$ cat src/rtl/mem_arbiter_pkg.sv
// mem_arbiter_pkg: shared encodings for the unified-memory arbiter.
//   state_e : arbiter sequencer states (IDLE / ACCESS / RESP)
//   owner_e : which requester currently owns the memory (INST / DATA)
//   other_owner() : returns the opposite requester, used for round-robin ties
package mem_arbiter_pkg;

    typedef enum logic [1:0] {
        ST_IDLE   = 2'd0,
        ST_ACCESS = 2'd1,
        ST_RESP   = 2'd2
    } state_e;

    typedef enum logic {
        OWN_INST = 1'b0,
        OWN_DATA = 1'b1
    } owner_e;

    function automatic owner_e other_owner(input owner_e o);
        return (o == OWN_INST) ? OWN_DATA : OWN_INST;
    endfunction

endpackage

$ cat src/rtl/mem_arbiter_rr_arb2.sv
// rr_arb2: purely combinational two-requester round-robin picker.
//   req_inst, req_data : pending requests
//   last_owner         : owner of the previous grant (held by the parent)
//   grant_valid        : at least one request is pending
//   owner              : requester to grant; on a tie, the one that did not
//                        win last time
module rr_arb2
    import mem_arbiter_pkg::*;
(
    input  logic   req_inst,
    input  logic   req_data,
    input  owner_e last_owner,
    output logic   grant_valid,
    output owner_e owner
);

    // Pick the owner from the request pattern and the previous winner.
    always_comb begin
        grant_valid = req_inst | req_data;
        owner       = OWN_INST;
        case ({req_inst, req_data})
            2'b10:   owner = OWN_INST;
            2'b01:   owner = OWN_DATA;
            2'b11:   owner = other_owner(last_owner);
            default: owner = OWN_INST;
        endcase
    end

endmodule

$ cat src/rtl/mem_arbiter.sv
// mem_arbiter: shares one single-port memory between the fetch port (I_*)
// and the load/store port (D_*).
//   CLK, RST_F           : clock, synchronous active-high reset
//   I_REQ/I_ADDR         : fetch request, held until I_DONE
//   I_GNT/I_DONE/I_RDATA : fetch owns memory / completion pulse / fetched word
//   D_REQ/D_WE/D_ADDR/D_WDATA : data request, held until D_DONE
//   D_GNT/D_DONE/D_RDATA : data owns memory / completion pulse / loaded word
//   MEM_EN/MEM_WE/MEM_ADDR/MEM_WDATA/MEM_RDATA : memory array interface
//   BUSY                 : an access is in progress
// Every output is a flop or a decode of flopped state; no input reaches an
// output combinationally.
module mem_arbiter
    import mem_arbiter_pkg::*;
#(
    parameter int ADDR_W      = 16,
    parameter int DATA_W      = 32,
    parameter int WAIT_CYCLES = 2
)
(
    input  logic              CLK,
    input  logic              RST_F,
    input  logic              I_REQ,
    input  logic [ADDR_W-1:0] I_ADDR,
    output logic              I_GNT,
    output logic              I_DONE,
    output logic [DATA_W-1:0] I_RDATA,
    input  logic              D_REQ,
    input  logic              D_WE,
    input  logic [ADDR_W-1:0] D_ADDR,
    input  logic [DATA_W-1:0] D_WDATA,
    output logic              D_GNT,
    output logic              D_DONE,
    output logic [DATA_W-1:0] D_RDATA,
    output logic              MEM_EN,
    output logic              MEM_WE,
    output logic [ADDR_W-1:0] MEM_ADDR,
    output logic [DATA_W-1:0] MEM_WDATA,
    input  logic [DATA_W-1:0] MEM_RDATA,
    output logic              BUSY
);

    localparam int CNT_W = (WAIT_CYCLES > 0) ? $clog2(WAIT_CYCLES + 1) : 1;
    localparam logic [CNT_W-1:0] CNT_LAST = CNT_W'(WAIT_CYCLES);

    state_e            state_q,      state_d;
    logic [CNT_W-1:0]  cnt_q,        cnt_d;
    owner_e            last_owner_q, last_owner_d;
    owner_e            owner_q,      owner_d;
    logic              we_cap_q,     we_cap_d;
    logic [ADDR_W-1:0] mem_addr_q,   mem_addr_d;
    logic [DATA_W-1:0] mem_wdata_q,  mem_wdata_d;
    logic [DATA_W-1:0] i_rdata_q,    i_rdata_d;
    logic [DATA_W-1:0] d_rdata_q,    d_rdata_d;

    logic   arb_valid;
    owner_e arb_owner;

    rr_arb2 u_rr_arb2 (
        .req_inst    (I_REQ),
        .req_data    (D_REQ),
        .last_owner  (last_owner_q),
        .grant_valid (arb_valid),
        .owner       (arb_owner)
    );

    // Next-state and capture logic for the IDLE -> ACCESS -> RESP sequence.
    always_comb begin
        state_d      = state_q;
        cnt_d        = cnt_q;
        last_owner_d = last_owner_q;
        owner_d      = owner_q;
        we_cap_d     = we_cap_q;
        mem_addr_d   = mem_addr_q;
        mem_wdata_d  = mem_wdata_q;
        i_rdata_d    = i_rdata_q;
        d_rdata_d    = d_rdata_q;
        case (state_q)
            ST_IDLE: begin
                if (arb_valid) begin
                    owner_d      = arb_owner;
                    last_owner_d = arb_owner;
                    cnt_d        = {CNT_W{1'b0}};
                    mem_addr_d   = (arb_owner == OWN_DATA) ? D_ADDR : I_ADDR;
                    // Fetches are always reads whatever D_WE happens to be.
                    we_cap_d     = (arb_owner == OWN_DATA) & D_WE;
                    mem_wdata_d  = D_WDATA;
                    state_d      = ST_ACCESS;
                end else begin
                    state_d      = ST_IDLE;
                end
            end
            ST_ACCESS: begin
                if (cnt_q == CNT_LAST) begin
                    state_d = ST_RESP;
                    // MEM_RDATA is only valid in the final ACCESS cycle.
                    if (!we_cap_q) begin
                        if (owner_q == OWN_DATA) begin
                            d_rdata_d = MEM_RDATA;
                        end else begin
                            i_rdata_d = MEM_RDATA;
                        end
                    end else begin
                        d_rdata_d = d_rdata_q;
                    end
                end else begin
                    cnt_d   = cnt_q + CNT_W'(1);
                    state_d = ST_ACCESS;
                end
            end
            ST_RESP: begin
                state_d = ST_IDLE;
            end
            default: begin
                state_d = ST_IDLE;
            end
        endcase
    end

    // State and datapath registers with synchronous reset.
    always_ff @(posedge CLK) begin
        if (RST_F) begin
            state_q      <= ST_IDLE;
            cnt_q        <= {CNT_W{1'b0}};
            last_owner_q <= OWN_INST;
            owner_q      <= OWN_INST;
            we_cap_q     <= 1'b0;
            mem_addr_q   <= {ADDR_W{1'b0}};
            mem_wdata_q  <= {DATA_W{1'b0}};
            i_rdata_q    <= {DATA_W{1'b0}};
            d_rdata_q    <= {DATA_W{1'b0}};
        end else begin
            state_q      <= state_d;
            cnt_q        <= cnt_d;
            last_owner_q <= last_owner_d;
            owner_q      <= owner_d;
            we_cap_q     <= we_cap_d;
            mem_addr_q   <= mem_addr_d;
            mem_wdata_q  <= mem_wdata_d;
            i_rdata_q    <= i_rdata_d;
            d_rdata_q    <= d_rdata_d;
        end
    end

    assign BUSY      = (state_q != ST_IDLE);
    assign MEM_EN    = (state_q == ST_ACCESS);
    assign MEM_WE    = (state_q == ST_ACCESS) & we_cap_q;
    assign MEM_ADDR  = mem_addr_q;
    assign MEM_WDATA = mem_wdata_q;
    assign I_GNT     = BUSY & (owner_q == OWN_INST);
    assign D_GNT     = BUSY & (owner_q == OWN_DATA);
    assign I_DONE    = (state_q == ST_RESP) & (owner_q == OWN_INST);
    assign D_DONE    = (state_q == ST_RESP) & (owner_q == OWN_DATA);
    assign I_RDATA   = i_rdata_q;
    assign D_RDATA   = d_rdata_q;

endmodule

$ cat config.mk
export PLATFORM = sky130hd
export DESIGN_NAME = mem_arbiter
export DESIGN_NICKNAME = d
export VERILOG_FILES = /design/src/rtl/mem_arbiter_pkg.sv /design/src/rtl/mem_arbiter_rr_arb2.sv /design/src/rtl/mem_arbiter.sv
export SDC_FILE = /design/constraint.sdc
export NUM_CORES = 1
export LEC_CHECK = 0
export ABC_AREA = 1
export BUFFER_PORTS_ARGS = -buffer_cell sky130_fd_sc_hd__buf_2
export CAP_MARGIN = 10
export CORE_MARGIN = 2
export CORE_UTILIZATION = 45
export CTS_CLUSTER_SIZE = 16
export DETAILED_ROUTE_END_ITERATION = 16
export GPL_TIMING_DRIVEN = 1
export HOLD_SLACK_MARGIN = 0.15
export PLACE_DENSITY = 0.85
export SETUP_SLACK_MARGIN = 0.02
export SLEW_MARGIN = 0
export SYNTH_ARGS = -nofsm -noshare
export SYNTH_HDL_FRONTEND = slang
export SYNTH_SLANG_ARGS = --single-unit
$ cat constraint.sdc
create_clock -name CLK -period 2.2 [get_ports CLK]
set_input_delay 0.66 -clock CLK [delete_from_list [all_inputs] [get_ports CLK]]
set_output_delay 0.66 -clock CLK [all_outputs]
set_load 0.01 [all_outputs]
==> results.txt, run 1 <==
Overall die width -> 108.5 um
Syn_nets -> 845
Initial antenna violation count -> 0
Placed Area -> 6113 um2
Status -> finished, final reports clean
Post-synth ARST share -> 0
RSZ-0062 raised after global routing -> false
Psw -> 1.590 mW
Clock share of power -> 0.449
P_int -> 4.467 mW
Crit-path slowest cell -> dfxtp_1
R2R Path Start -> state_q[0]$_SDFF_PP0_
Number of enable flip-flop cells after synthesis -> 0
Antenna-violating nets left -> 0
Slowest Stage Delay on Critical Path -> 380 ps
CP Class -> flop to output port
Root Buffer -> clkbuf_8
H-tree depth -> 4
First-pass GRT wire length -> 20370 um
CP cell instances -> nor2_1 -> nor2_1 -> buf_2
Most frequent cells in the layout -> 249 x nor2_1, 219 x buf_2, 139 x nand2_1, 117 x dfxtp_1, 76 x inv_1
Commonest non-fill, non-tap cell in the layout -> nor2_1
I/O pins -> 220
Final hold vios -> 0
Port bufs -> 219
Top_reg_cell synth -> dfxtp_1
Critical Path Start -> state_q[0]$_SDFF_PP0_
Synth top area share -> 0.4804
N_diodes -> 0
Fillers -> 1004
Placed insts -> 1069
Max_cap viols -> 0
Max Fclk -> 484.4 MHz
Crit-path max FO -> 7
CTS max path bufs -> 2
Chip height -> 108.5 um
Leakage -> 3.629 nW
Vias in the first global route -> 4509
CP endpoint -> D_GNT
Final cell count without fillers -> 1099
VDD IR max -> 0.0004347 V
Dominant cells by area after synthesis -> dfxtp_1 48%, nor2_1 19%, nand2_1 11%, nand3_1 6.8%, inv_1 5.9%
Row Count -> 38
Worst R2R Setup Slack -> 610 ps
Worst-Skew Late Latency -> 500 ps
Die area -> 11780 um2
DRT Pass-1 Iters -> 5
Avg WL per Cell -> 11.74 um
CP most frequent cell -> nor2_1
Initial drt markers -> 341
Pins over their slew limit -> 0
Nets -> 1050
Setup TNS -> 0 ps
Min Tclk post-route -> 2064 ps
Mean post-synth cell area -> 6.618 um2
Mapped Cells -> 743
Cell area after layout -> 6704 um2
Worst Hold Class -> input port to flop
Seq pwr share -> 0.392
Final period util -> 0.9383
Crit end category -> output port
Core Area -> 10750 um2
Layout area overhead -> 36.34%
Post-synthesis sequential area ratio -> 0.4804
Clock skew -> 6.884 ps
Synthesized cell area -> 4917 um2
Via density -> 4.599
PwrDens -> 903.5 nW/um2
WHS -> 382.7 ps
Comb power frac -> 0.158
CTS Sinks -> 118
Startpoint of the worst hold path -> RST_F
Slew HR -> 0.6678
Worst reg2reg path depth -> 5
Worst-Margin Slew -> 498.3 ps
TritonCTS clock tree -> done
# setup viols final -> 0
DRC -> 0
RR Endpoint -> MEM_WDATA[21]$_SDFFE_PP0P_
CP Launch Type -> flop
Flops & latches, synth -> 118
CTS clk-pin slew, worst paths -> 50 ps
WL final -> 12900 um
Tot GR Track Use -> 0.2184
DP HPWL -> 8918 um
GP Congestion -> 0.8128
TritonCTS buffer count -> 17
Global route overflow -> 0
Worst Path Required -> 1540 ps
Cell taking the most area after synthesis -> dfxtp_1
Layout cell share with drive strength beyond 1 -> 0.2784
Total vias in the final route -> 5054
Initial Util -> 0.4576
Largest net degree at the start of global routing -> 65
Count of cell types in the netlist -> 18
Sw Ratio -> 0.2625
Power Total -> 6.057 mW
Yosys warning total -> 0
WP data arrival -> 1400 ps
## cells by family after synthesis
group,after synthesis,share of synthesized area
adders and majority gates,1,0.002544
buffers and inverters,121,0.1023
AOI/OAI and AO/OA,37,0.03766
and+or+nand+nor,466,0.3771
DFF,118,0.4804
## worst max-delay path, delay by kind of cell (launching register included)
| kind | cells | cell delay (ps) |
|---|---|---|
| buf+inv | 1 | 150 |
| flops | 1 | 380 |
| simple gates | 2 | 380 |
## flip-flops by register name, summed over array words and instances, names as in the netlist
| register | flops |
|---|---|
| D_RDATA | 32 |
| I_RDATA | 32 |
| MEM_WDATA | 32 |
| MEM_ADDR | 16 |
| cnt_q | 2 |
| state_q | 2 |
| owner_q | 1 |
| we_cap_q | 1 |
## worst min-delay path by stage
stage                                to  cells past startpoint
4_1_cts           we_cap_q$_SDFFE_PP0P_                      2
2_1_floorplan     we_cap_q$_SDFFE_PP0P_                      2
5_1_grt            owner_q$_SDFFE_PP0P_                      2
3_3_place_gp   D_RDATA[14]$_SDFFE_PP0P_                      2
6_report           owner_q$_SDFFE_PP0P_                      2
3_5_place_dp   D_RDATA[22]$_SDFFE_PP0P_                      2
## synthesized netlist by cell type (2+ instances only)
master and instances:
o21ai_0 32, nor3_1 3, nand3_1 67, buf_4 8
buf_2 15, clkbuf_1 15, nor2_1 251, buf_1 5
inv_1 77, a21oi_1 5, dfxtp_1 118, nor2_2 2
nand2_1 140
## metrics by stage
stage	setup WS, ps	util
floorplan	766.9	-
global placement	492.1	0.5689
detailed placement	462.1	0.5689
CTS	42.94	0.6235
global route	75.77	0.6239
finish	135.6	0.6239
## layout make-up
type,instances,area [um2],area share
clock buffer,22,462.9,0.06906
clock inverter,8,123.9,0.01848
inverter,78,292.8,0.04367
multi-input combinational,504,2064,0.3080
sequential,118,2364,0.3526
tap,140,175.2,0.02613
timing repair buffer,229,1221,0.1822
## repair_timing
item | CTS | global route
endpoints found under the setup margin | 0 | 2
hold buffers | 0 | 0
buffers inserted | 0 | 0
resized for setup | 0 | 2
## power by group through the flow
stage                     clock, mW  sequential [mW]  combinational (mW)
after detailed placement          0             2.42               0.961
after CTS                      2.78             2.37               0.965
after global placement            0             2.41               0.947
final                          2.72             2.38               0.958
after floorplan                   0             2.48               0.527
after global routing           2.88             2.39                1.08
## layer usage
metal | part of all wire | routed length (um) | vias up | track usage
met5 | 0 | 0 | - | 0
met4 | 0.017 | 214 | 0 | 0.07509
met3 | 0.082 | 1052 | 19 | 0.07715
met2 | 0.49 | 6304 | 184 | 0.3763
met1 | 0.41 | 5331 | 2203 | 0.2506
li1 | - | - | 2648 | -
Note: power is estimated with default switching activity, not from simulation.
==> run 2: changes to the inputs <==
==> constraint.sdc (replaced) <==
create_clock -name CLK -period 2 [get_ports CLK]
set_input_delay 0.6 -clock CLK [delete_from_list [all_inputs] [get_ports CLK]]
set_output_delay 0.6 -clock CLK [all_outputs]
set_load 0.01 [all_outputs]
==> run 2 against run 1 <==
  * Final area up 0.77%
  * Utilization up 0.48 points
  * Critical path type unchanged
  * Cell count up 0.18%
  * Sequential share of layout area down 0.25 points
  * Power up 13%
  * Combinational power up 12%
==> results.txt, run 2 (synthesis results as in run 1) <==
WL final -> 13030 um (+0.99%)
Total vias in the final route -> 5085 (+0.61%)
CP endpoint -> D_DONE
Largest net degree at the start of global routing -> 71 (+9.2%)
DP Worst Slack -> 349.3 ps (-112.8 ps)
TritonCTS clock tree -> done
Row Count -> 38 (unchanged)
Worst reg2reg path depth -> 8 (+3)
Layout area overhead -> 37.38%
Initial drt markers -> 315 (-7.6%)
N_diodes -> 0 (unchanged)
RSZ-0062 raised after global routing -> false
Total area of sequential cells -> 2365 um2 (about the same)
VDD IR max -> 0.0006089 V (+40%)
I/O pins -> 220 (unchanged)
Initial antenna violation count -> 0 (unchanged)
Leakage -> 3.648 nW (+0.52%)
Crit-path max FO -> 7 (unchanged)
PwrDens -> 1014 nW/um2 (+12%)
Comb power frac -> 0.156 (-0.002)
Worst-Skew Late Latency -> 500 ps (about the same)
WP data arrival -> 1320 ps (-80 ps)
Pins over their slew limit -> 0 (unchanged)
Via density -> 4.619 (+0.43%)
Max Fclk -> 521.3 MHz
Die area -> 11780 um2 (unchanged)
Psw -> 1.874 mW (+18%)
DRC -> 0 (unchanged)
Global route overflow -> 0 (unchanged)
P_int -> 4.976 mW (+11%)
Worst Path Required -> 1400 ps (-140 ps)
H-tree depth -> 4 (unchanged)
CTS clk-pin slew, worst paths -> 60 ps (about the same)
RR Endpoint -> I_RDATA[11]$_SDFFE_PP0P_
Clock skew -> 13.90 ps (+7.016 ps)
Nets -> 1051 (+0.095%)
Final hold vios -> 0 (unchanged)
DRT Pass-1 Iters -> 4 (-1)
Core Area -> 10750 um2 (unchanged)
Initial Util -> 0.4576 (unchanged)
Layout cell share with drive strength beyond 1 -> 0.2841 (+0.005664)
Most frequent cells in the layout -> 248 x nor2_1, 219 x buf_2, 139 x nand2_1, 116 x dfxtp_1, 76 x inv_1
First-pass GRT wire length -> 20880 um (+2.5%)
Port bufs -> 219 (unchanged)
Seq pwr share -> 0.382 (-0.010)
Antenna-violating nets left -> 0 (unchanged)
Final worst slack -> 81.84 ps (-53.80 ps)
Sw Ratio -> 0.2736 (+0.01115)
Multi-input gate area in the final layout -> 2067 um2 (+0.12%)
CTS Sinks -> 118 (unchanged)
Status -> finished, final reports clean
Final period util -> 0.9591
R2R Path Start -> cnt_q[0]$_SDFFE_PP0P_
Chip height -> 108.5 um (unchanged)
Slew HR -> 0.7087 (+0.04090)
Fillers -> 1032 (+2.8%)
DP HPWL -> 9037 um (+1.3%)
Min Tclk post-route -> 1918 ps
# setup viols final -> 0 (unchanged)
Worst Hold Class -> input port to flop
Avg WL per Cell -> 11.83 um (+0.81%)
Root Buffer -> clkbuf_8
Hold Buf Count CTS -> 0 (unchanged)
Max_cap viols -> 0 (unchanged)
CP Launch Type -> flop
GP Congestion -> 0.8657 (+6.5%)
CTS max path bufs -> 2 (unchanged)
Final Util -> 0.6287 (+0.004774)
Worst R2R Setup Slack -> 480 ps (-130 ps)
CP Class -> flop to output port
Vias in the first global route -> 4714 (+4.5%)
Tot GR Track Use -> 0.2211 (+0.002675)
Crit end category -> output port
Critical Path Start -> owner_q$_SDFFE_PP0P_
Commonest non-fill, non-tap cell in the layout -> nor2_1
TritonCTS buffer count -> 17 (unchanged)
Overall die width -> 108.5 um (unchanged)
Worst-Margin Slew -> 437.0 ps (-61.34 ps)
Setup TNS -> 0 ps (unchanged)
Clock share of power -> 0.462 (+0.013)
-- run 2: cell type report --
| type | count | area share |
|---|---|---|
| clock buffer | 17 | 0.06131 |
| clock inverter | 14 | 0.02964 |
| inverter | 78 | 0.04334 |
| multi-input combinational | 504 | 0.3060 |
| sequential | 118 | 0.3501 |
| tap | 140 | 0.02593 |
| timing repair buffer | 230 | 0.1837 |
-- run 2: through the flow --
step	instance area [um2]	power (mW)	hold slack, ps	cells
finish	6755	6.851	336.8	1101
global route	6755	7.193	313.9	1101
CTS	6754	6.925	305.3	1101
detailed placement	6133	3.730	465.8	1070
global placement	6133	3.704	455.7	1070
floorplan	4917	3.312	484.7	743
-- run 2: critical path: stages, from the launching register on --
cell and delay, ps:
dfxtp_2 410, inv_1 80, nor3_1 170, buf_2 170
-- run 2: worst min-delay path by stage --
stage	startpoint	cells after the start	slack (ps)	endpoint
6_report	RST_F	2	340	owner_q$_SDFFE_PP0P_
5_1_grt	RST_F	2	310	owner_q$_SDFFE_PP0P_
4_1_cts	RST_F	2	310	owner_q$_SDFFE_PP0P_
3_5_place_dp	MEM_WDATA[28]$_SDFFE_PP0P_	2	470	MEM_WDATA[28]$_SDFFE_PP0P_
3_3_place_gp	I_RDATA[9]$_SDFFE_PP0P_	2	460	I_RDATA[9]$_SDFFE_PP0P_
2_1_floorplan	we_cap_q$_SDFFE_PP0P_	2	480	we_cap_q$_SDFFE_PP0P_
-- run 2: what timing repair did --
action	CTS	global route
resized for setup	3	1
setup endpoints to repair	4	4
setup buffers	0	0
-- run 2: power groups by stage --
stage / Combinational, mW / Clock [mW] / Sequential, mW
final: 1.07 / 3.17 / 2.61
after global routing: 1.21 / 3.35 / 2.64
after CTS: 1.07 / 3.24 / 2.61
after detailed placement: 1.07 / 0 / 2.66
after global placement: 1.05 / 0 / 2.65
after floorplan: 0.580 / 0 / 2.73
-- run 2: metal layers --
metal,global-route usage,up-vias,share of wire
met5,0,-,0
met4,0.08700,0,0.015
met3,0.06510,16,0.082
met2,0.3902,181,0.48
met1,0.2494,2235,0.42
li1,-,2653,-
